<file path="config.mk">
export PLATFORM = sky130hd
export DESIGN_NAME = ifm_buffer_sched
export DESIGN_NICKNAME = d
export VERILOG_FILES = /design/src/rtl/ifm_buffer_sched.sv
export SDC_FILE = /design/constraint.sdc
export NUM_CORES = 1
export LEC_CHECK = 0
export ABC_AREA = 1
export BUFFER_PORTS_ARGS = -buffer_cell sky130_fd_sc_hd__buf_2
export CELL_PAD_IN_SITES_DETAIL_PLACEMENT = 1
export CELL_PAD_IN_SITES_GLOBAL_PLACEMENT = 1
export CORE_ASPECT_RATIO = 0.9
export CORE_MARGIN = 1
export CORE_UTILIZATION = 37
export CTS_BUF_LIST = sky130_fd_sc_hd__clkbuf_16
export DETAILED_ROUTE_END_ITERATION = 8
export HOLD_SLACK_MARGIN = 0.1
export PLACE_DENSITY_LB_ADDON = 0.12
export SLEW_MARGIN = 0
export SYNTH_ARGS = -nofsm -noshare
export SYNTH_HDL_FRONTEND = slang
export SYNTH_SLANG_ARGS = --single-unit
</file>
<file path="constraint.sdc">
create_clock -name clock -period 2.55 [get_ports clock]
set_input_delay 0.3825 -clock clock [delete_from_list [all_inputs] [get_ports clock]]
set_output_delay 0.3825 -clock clock [all_outputs]
set_load 0.05 [all_outputs]
</file>
<file path="src/rtl/ifm_buffer_sched.sv">
// Tile sequencer for the ifm_buffer bank: it steers loader rows into the buffers
// round-robin, arms img2col, issues counted cubic fetches, then waits for drain.
//
// state | meaning
// IDLE  | waiting for start; config is latched on start
// LOAD  | accept loader beats, one-hot write into buf_sel at wr_ptr
// ARM   | one-cycle i2c_ready pulse
// FETCH | strobe cubic_fetch_en whenever the cube is ready and buffer 0 has data
// DRAIN | wait for buffer 0 to report empty
// DONE  | one-cycle i2c_done / tile_done pulse
module ifm_buffer_sched #(
  parameter int SIZE = 8,
  parameter int AW   = 5
) (
  input  logic                 clock,
  input  logic                 rst_n,
  input  logic                 start,
  input  logic [AW-1:0]        wr_rows,
  input  logic [4:0]           fetch_total,
  input  logic                 in_valid,
  output logic                 in_ready,
  input  logic                 buf_empty,
  input  logic                 cube_ready,
  output logic [SIZE-1:0]      ifm_wr_en,
  output logic [AW*SIZE-1:0]   ifm_wr_addr,
  output logic                 i2c_ready,
  output logic                 i2c_done,
  output logic                 cubic_fetch_en,
  output logic [4:0]           fetch_num,
  output logic                 busy,
  output logic                 tile_done
);

  localparam int SW = (SIZE > 1) ? $clog2(SIZE) : 1;

  typedef enum logic [2:0] {
    S_IDLE, S_LOAD, S_ARM, S_FETCH, S_DRAIN, S_DONE
  } state_t;

  state_t          state, state_nx;
  logic [SW-1:0]   buf_sel;
  logic [AW-1:0]   wr_ptr;
  logic [AW:0]     rows_l;
  logic [4:0]      fcnt;
  logic [5:0]      fet_l;
  logic            beat, last_beat, fetch, last_fetch, sel_wrap;

  assign sel_wrap   = (buf_sel == SW'(SIZE - 1));
  assign beat       = (state == S_LOAD) & in_valid;
  assign last_beat  = beat & sel_wrap & ({1'b0, wr_ptr} == (rows_l - 1'b1));
  assign fetch      = (state == S_FETCH) & cube_ready & ~buf_empty;
  assign last_fetch = fetch & ({1'b0, fcnt} == (fet_l - 6'd1));

  always_ff @(posedge clock or negedge rst_n) begin
    if (!rst_n) begin
      state <= S_IDLE;
    end else begin
      state <= state_nx;
    end
  end

  always_comb begin
    state_nx = state;
    case (state)
      S_IDLE:  if (start)      state_nx = S_LOAD;
      S_LOAD:  if (last_beat)  state_nx = S_ARM;
      S_ARM:                   state_nx = S_FETCH;
      S_FETCH: if (last_fetch) state_nx = S_DRAIN;
      S_DRAIN: if (buf_empty)  state_nx = S_DONE;
      S_DONE:                  state_nx = S_IDLE;
      default:                 state_nx = S_IDLE;
    endcase
  end

  // Zero in the config ports means the maximum count, so the latched copies are one bit wider.
  always_ff @(posedge clock or negedge rst_n) begin
    if (!rst_n) begin
      rows_l  <= '0;
      fet_l   <= '0;
      buf_sel <= '0;
      wr_ptr  <= '0;
      fcnt    <= '0;
    end else if ((state == S_IDLE) && start) begin
      rows_l  <= (wr_rows == '0) ? {1'b1, {AW{1'b0}}} : {1'b0, wr_rows};
      fet_l   <= (fetch_total == 5'd0) ? 6'd32 : {1'b0, fetch_total};
      buf_sel <= '0;
      wr_ptr  <= '0;
      fcnt    <= '0;
    end else if (beat) begin
      if (sel_wrap) begin
        buf_sel <= '0;
        wr_ptr  <= wr_ptr + 1'b1;
      end else begin
        buf_sel <= buf_sel + 1'b1;
      end
    end else if (fetch) begin
      fcnt <= fcnt + 1'b1;
    end
  end

  assign ifm_wr_addr = {SIZE{wr_ptr}};
  assign fetch_num   = fcnt;

  always_comb begin
    in_ready       = 1'b0;
    ifm_wr_en      = '0;
    i2c_ready      = 1'b0;
    i2c_done       = 1'b0;
    cubic_fetch_en = 1'b0;
    tile_done      = 1'b0;
    busy           = (state != S_IDLE);
    case (state)
      S_LOAD: begin
        in_ready = 1'b1;
        if (in_valid) ifm_wr_en = SIZE'(1) << buf_sel;
      end
      S_ARM:   i2c_ready      = 1'b1;
      S_FETCH: cubic_fetch_en = cube_ready & ~buf_empty;
      S_DONE: begin
        i2c_done  = 1'b1;
        tile_done = 1'b1;
      end
      default: ;
    endcase
  end

endmodule

</file>
==> results of run 1 <==
[sequential cells by signal (all words and copies together), names as in the netlist]
name	flops
rows_l	6
wr_ptr	5
buf_sel	3
state	3
fet_l	6
fetch_num	5
[how the worst max path moves through the flow]
stage	end	slack [ns]
floorplan	ifm_wr_en[0]	-0.25
global placement	ifm_wr_en[5]	0.80
detailed placement	ifm_wr_en[1]	0.73
CTS	ifm_wr_en[2]	0.42
global route	ifm_wr_en[4]	0.27
finish	ifm_wr_en[5]	0.44
[worst reg2reg max path, cell delays in order, from the launching register on]
cell and delay [ns]:
dfrtp_1 0.40, inv_1 0.21, ha_1 0.30, nand2_1 0.08, nand2_1 0.05, nor2_1 0.13
nand3_2 0.08, nor2_1 0.10, nand2_1 0.09, nand2_2 0.09, nand4_1 0.11, nand2_1 0.08
[power by group through the flow]
stage / combinational (mW) / sequential [mW] / clock [mW]
floorplan: 1.25 / 0.834 / 0
global placement: 1.58 / 0.780 / 0
detailed placement: 1.60 / 0.786 / 0
CTS: 1.62 / 0.780 / 0.488
global route: 1.80 / 0.806 / 0.497
finish: 1.60 / 0.777 / 0.471
[stage by stage]
stage	hold WS [ns]	instance area, sq um	std cells	worst slack [ns]
detailed placement	0.460	2220	387	0.729
global route	0.207	2320	391	0.272
CTS	0.171	2320	391	0.420
finish	0.149	2320	391	0.443
global placement	0.461	2220	387	0.797
floorplan	0.0869	2040	283	-0.251
[layer usage]
layer  vias up  routed length [microns]  global-route usage
met5         -                        0                   0
met4         0                       29              0.0357
met3         4                      164              0.0289
met2        34                     2290               0.308
met1       869                     2450               0.258
li1        940                        -                   -
[layout make-up]
| type | count | area, sq um |
|---|---|---|
| Clock inverter | 1 | 30.0 |
| Inverter | 37 | 139 |
| Clock buffer | 3 | 75.1 |
| Multi-Input combinational cell | 180 | 917 |
| Fill cell | 715 | 2960 |
| Tap cell | 67 | 83.8 |
| Sequential cell | 28 | 701 |
| Timing Repair Buffer | 75 | 378 |
[Yosys cell counts, drive strengths merged]
cell	number	share of area
nand3	19	0.049
nor3b	1	0.0061
nand4	3	0.0092
nand3b	1	0.0037
o211ai	1	0.0037
o22ai	1	0.0031
nor3	13	0.037
a21oi	7	0.017
xor2	3	0.013
dfrtp	28	0.34
or2	2	0.0061
inv	37	0.068
o31ai	1	0.0037
nand2	77	0.14
o21ai	17	0.042
nor2	22	0.044
ha	10	0.061
nor4	2	0.0061
buf	38	0.14
[kinds of logic (layout without fill, tap and decap cells)]
group | after synthesis | in the layout
simple gates | 140 | 140
flops | 28 | 28
buf+inv | 75 | 116
compound gates | 27 | 27
xor+xnor | 3 | 3
fa+ha+maj | 10 | 10
==> results_dict.tcl, run 1 <==
set metrics [dict create \
    yosys_warnings 0 \
    num_antenna_cells 0 \
    fin_crit_ns 2.11 \
    io_buffers 74 \
    rr_startpoint "fet_l[0]" \
    tightest_slew_ns 0.675 \
    synthCells 283 \
    rrSetupSlack_ns 0.77 \
    power_frac_clock 0.165 \
    post-route-period-util 0.826 \
    tns_ns 0 \
    sw_frac_of_total 0.527 \
    grt_pass1_wl_mm 8.43 \
    outcome "finished, final reports clean" \
    vias 1847 \
    via_per_inst 4.72 \
    worst_setup_path_start_kind "flop" \
    grt_max_degree 29 \
    peakVddDrop_uv 786 \
    synth_fp_nets 309 \
    hold_buffers 0 \
    endpoint_kind "primary output" \
    power_frac_comb 0.562 \
    critPathArrivalTime_ns 1.72 \
    seqPwrFrac 0.273 \
    fin_nets 351 \
    cts_num_sinks 28 \
    dp_hpwl_mm 3.83 \
    holdCritPathClass "input pin to async pin" \
    setup_viol 0 \
    p_int_mw 1.35 \
    cp_slowest_cell "dfrtp_1" \
    ys_seq_elements 28 \
    io_pins 75 \
    synth_compound_gate_area_share 0.0694 \
    crit_family "simple AND/OR/NAND/NOR gates" \
    grt_overflow 0 \
    crit_cells 4 \
    path_clk_slew_ns 0.07 \
    finalHoldViolCount 0 \
    synth_top_family_by_area "simple AND/OR/NAND/NOR gates" \
    avgSynthCellArea_sq_um 7.20 \
    max_slew_margin 0.550 \
    ys_seq_area_frac 0.344 \
    drv_slew 0 \
    worstSetupPathType "flop to primary output" \
    postCtsSetupBuffers 0 \
    r2r-end "state[2]" \
    drt_iter0_markers 64 \
    track_usage 0.186 \
    synth-xor-area-share 0.0129 \
    p_switching_mw 1.50 \
    ys_types 26 \
    route.detailed.drc 0 \
    grt_pass1_vias 1820 \
    drive_gt1_frac 0.275 \
    cts_buffers 3 \
    cp.buffers_inverters 1 \
    path_max_fanout 9 \
    r2r.worst_path.cells 11 \
    dieHeight_microns 72.4 \
    start_util 0.385 \
    drt_wl_total_mm 4.93 \
    insertion_delay_ns 0.26 \
    antenna_found_initial 0 \
    power_density_nw_per_um2 1230 \
    path_cells "nor3_4 > nand2_1 > nor3_1 > buf_2" \
    cts-root-buf "clkbuf_16" \
    skew_ns 0.00562 \
    syn2layout_area_growth_pct 14.1 \
    cp.required_ns 2.17 \
    place.gp.congestion 0.770 \
    rsz0062_at_grt "no" \
    synthAdderAreaFrac 0.0614 \
    ant_nets 0 \
    final_cell_mix "nand2_1 (75), buf_2 (74), inv_1 (35), dfrtp_1 (28), nor2_1 (21)" \
    fin_util 0.440 \
    muxShareOfSynthArea 0 \
    wl_per_cell_microns 12.6 \
    cts_tree "yes" \
    max_stage_delay_ns 0.44 \
    first_pass_iters 4 \
    drv_cap 0 \
    crit_start "state[1]" \
    row_count 25 \
    die_area_sq_um 5810 \
    h-tree-depth 1 \
    cts_buffer_depth 2 \
    ctsResizeCount 0 \
    p_leak_nw 1.38 \
    dieWidth_microns 80.2 \
    final_common_cell "nand2_1" \
    power.total_mw 2.85 \
    synth.cell_area_sq_um 2040 \
    synth-simple-area-share 0.307 \
    fmax_mhz 475 \
    coreArea_sq_um 5290 \
]
No activity file was read; power rests on OpenSTA's default activity.
==> run 2: changes to the inputs <==
--- a/config.mk
+++ b/config.mk
@@ -11,7 +11,7 @@
 export CELL_PAD_IN_SITES_GLOBAL_PLACEMENT = 1
 export CORE_ASPECT_RATIO = 0.9
 export CORE_MARGIN = 1
-export CORE_UTILIZATION = 37
+export CORE_UTILIZATION = 34
 export CTS_BUF_LIST = sky130_fd_sc_hd__clkbuf_16
 export DETAILED_ROUTE_END_ITERATION = 8
 export HOLD_SLACK_MARGIN = 0.1
==> constraint.sdc (replaced) <==
create_clock -name clock -period 2.1 [get_ports clock]
set_input_delay 0.315 -clock clock [delete_from_list [all_inputs] [get_ports clock]]
set_output_delay 0.315 -clock clock [all_outputs]
set_load 0.05 [all_outputs]
==> results_dict.tcl, run 2 (synthesized netlist as in run 1, its figures left out) <==
set metrics [dict create \
    cp.required_ns 1.78 \
    insertion_delay_ns 0.26 \
    power_frac_clock 0.128 \
    hold_buffers 0 \
    drive_gt1_frac 0.305 \
    io_buffers 74 \
    final_common_cell "nand2_1" \
    tns_ns 0 \
    finalHoldViolCount 0 \
    first_pass_iters 4 \
    cts_num_sinks 28 \
    setup_viol 0 \
    whs_ns 0.0753 \
    fin_nets 352 \
    power_density_nw_per_um2 1450 \
    wl_per_cell_microns 13.0 \
    grt_pass1_wl_mm 8.36 \
    worst_setup_path_start_kind "flop" \
    sw_frac_of_total 0.552 \
    seqPwrFrac 0.280 \
    row_count 26 \
    h-tree-depth 1 \
    rsz0062_at_grt "no" \
    vias 1851 \
    power.total_mw 3.46 \
    coreArea_sq_um 5730 \
    p_int_mw 1.55 \
    cts_buffers 3 \
    path_max_fanout 9 \
    tightest_slew_ns 0.661 \
    power_frac_comb 0.591 \
    peakVddDrop_uv 851 \
    cts_buffer_depth 2 \
    grt_overflow 0 \
    drv_slew 0 \
    max_slew_margin 0.559 \
    r2r.worst_path.cells 11 \
    fin_crit_ns 2.00 \
    cts_tree "yes" \
    io_pins 75 \
    antenna_found_initial 0 \
    final_cell_mix "nand2_1 (74), buf_2 (72), inv_1 (33), dfrtp_1 (28), nor2_1 (21)" \
    drt_wl_total_mm 5.12 \
    reg_top3 "fet_l: 6 flops, rows_l: 6 flops" \
    start_util 0.356 \
    path_clk_slew_ns 0.07 \
    place.gp.congestion 0.789 \
    fmax_mhz 499 \
    grt_pass1_vias 1718 \
    via_per_inst 4.69 \
    placed_area_sq_um 2300 \
    fillers 747 \
    dieWidth_microns 83.6 \
    die_area_sq_um 6310 \
    holdCritPathClass "input pin to async pin" \
    grt_max_degree 29 \
    route.detailed.drc 0 \
    final_area_sq_um 2390 \
    skew_ns 0.00317 \
    endpoint_kind "primary output" \
    syn2layout_area_growth_pct 17.5 \
    post-route-period-util 0.955 \
    ant_nets 0 \
    cts-root-buf "clkbuf_16" \
    dieHeight_microns 75.4 \
    critPathArrivalTime_ns 1.69 \
    p_switching_mw 1.91 \
    p_leak_nw 1.41 \
    num_antenna_cells 0 \
    outcome "finished, final reports clean" \
    dp_hpwl_mm 3.96 \
    drt_iter0_markers 68 \
    drv_cap 0 \
    layout.cells.non_filler 395 \
    worstSetupPathType "flop to primary output" \
    placedCellCount 390 \
    track_usage 0.168 \
]
==> run 2: cell count changes in the layout (fill, tap and decap cells not counted), sizes merged <==
cell    previous run  this run
clkbuf             3         4
clkinv             0         1
bufinv             1         0
==> run 2: power by group through the flow <==
stage / Sequential (mW) / Combinational [mW] / Clock [mW]
floorplan: 1.02 / 1.61 / 0
global placement: 0.966 / 2.00 / 0
detailed placement: 0.971 / 2.04 / 0
CTS: 0.968 / 2.04 / 0.468
global route: 1.00 / 2.29 / 0.479
finish: 0.971 / 2.05 / 0.444
==> run 2: cell type report <==
cell class | instances | area, sq um | share of cell area
clock inverters | 1 | 3.75 | 0.00157
inverters | 37 | 139 | 0.0580
clock buffers | 3 | 75.1 | 0.0314
flip-flops and latches | 28 | 701 | 0.293
well taps | 70 | 87.6 | 0.0366
multi-input cells | 180 | 997 | 0.417
repair buffers | 76 | 390 | 0.163
==> run 2: final timing paths <==
| path | start | endpoint | slack (ns) |
|---|---|---|---|
| setup / recovery | state[1] | ifm_wr_en[6] | 0.1 |
| hold / removal | rst_n | fetch_num[1] | 0.08 |
| setup reg to reg | fet_l[0] | state[2] | 0.39 |
| hold reg to reg | fetch_num[4] | fetch_num[4] | 0.51 |
| max in group asynchronous | rst_n | buf_sel[0] | 1.60 |
| min in group clock | fetch_total[4] | fet_l[4] | 0.26 |
==> run 2: repair_timing <==
action | CTS | global route
pin swaps | 0 | 1
endpoints found under the hold margin | 0 | 0
setup endpoints to repair | 1 | 6
resized for setup | 1 | 2
buffers inserted | 0 | 1
==> run 2: metrics by stage <==
stage / setup slack (ns) / utilization
after floorplan: -0.0374 / -
after global placement: 0.362 / 0.402
after detailed placement: 0.300 / 0.402
after CTS: 0.0149 / 0.416
after global routing: 0.00198 / 0.418
final: 0.0950 / 0.418
==> run 2: critical path: stages, from the launching register on <==
cell     delay, ns
dfrtp_1       0.46
nor3_4        0.34
nand2_4       0.19
nor3_4        0.14
buf_2         0.29
==> run 2: layer usage <==
| metal | track usage | wire length [microns] | up-vias |
|---|---|---|---|
| met2 | 0.276 | 2280 | 38 |
| met5 | 0 | 0 | - |
| met1 | 0.228 | 2560 | 852 |
| met4 | 0.0414 | 55 | 0 |
| li1 | - | - | 955 |
| met3 | 0.0368 | 217 | 6 |
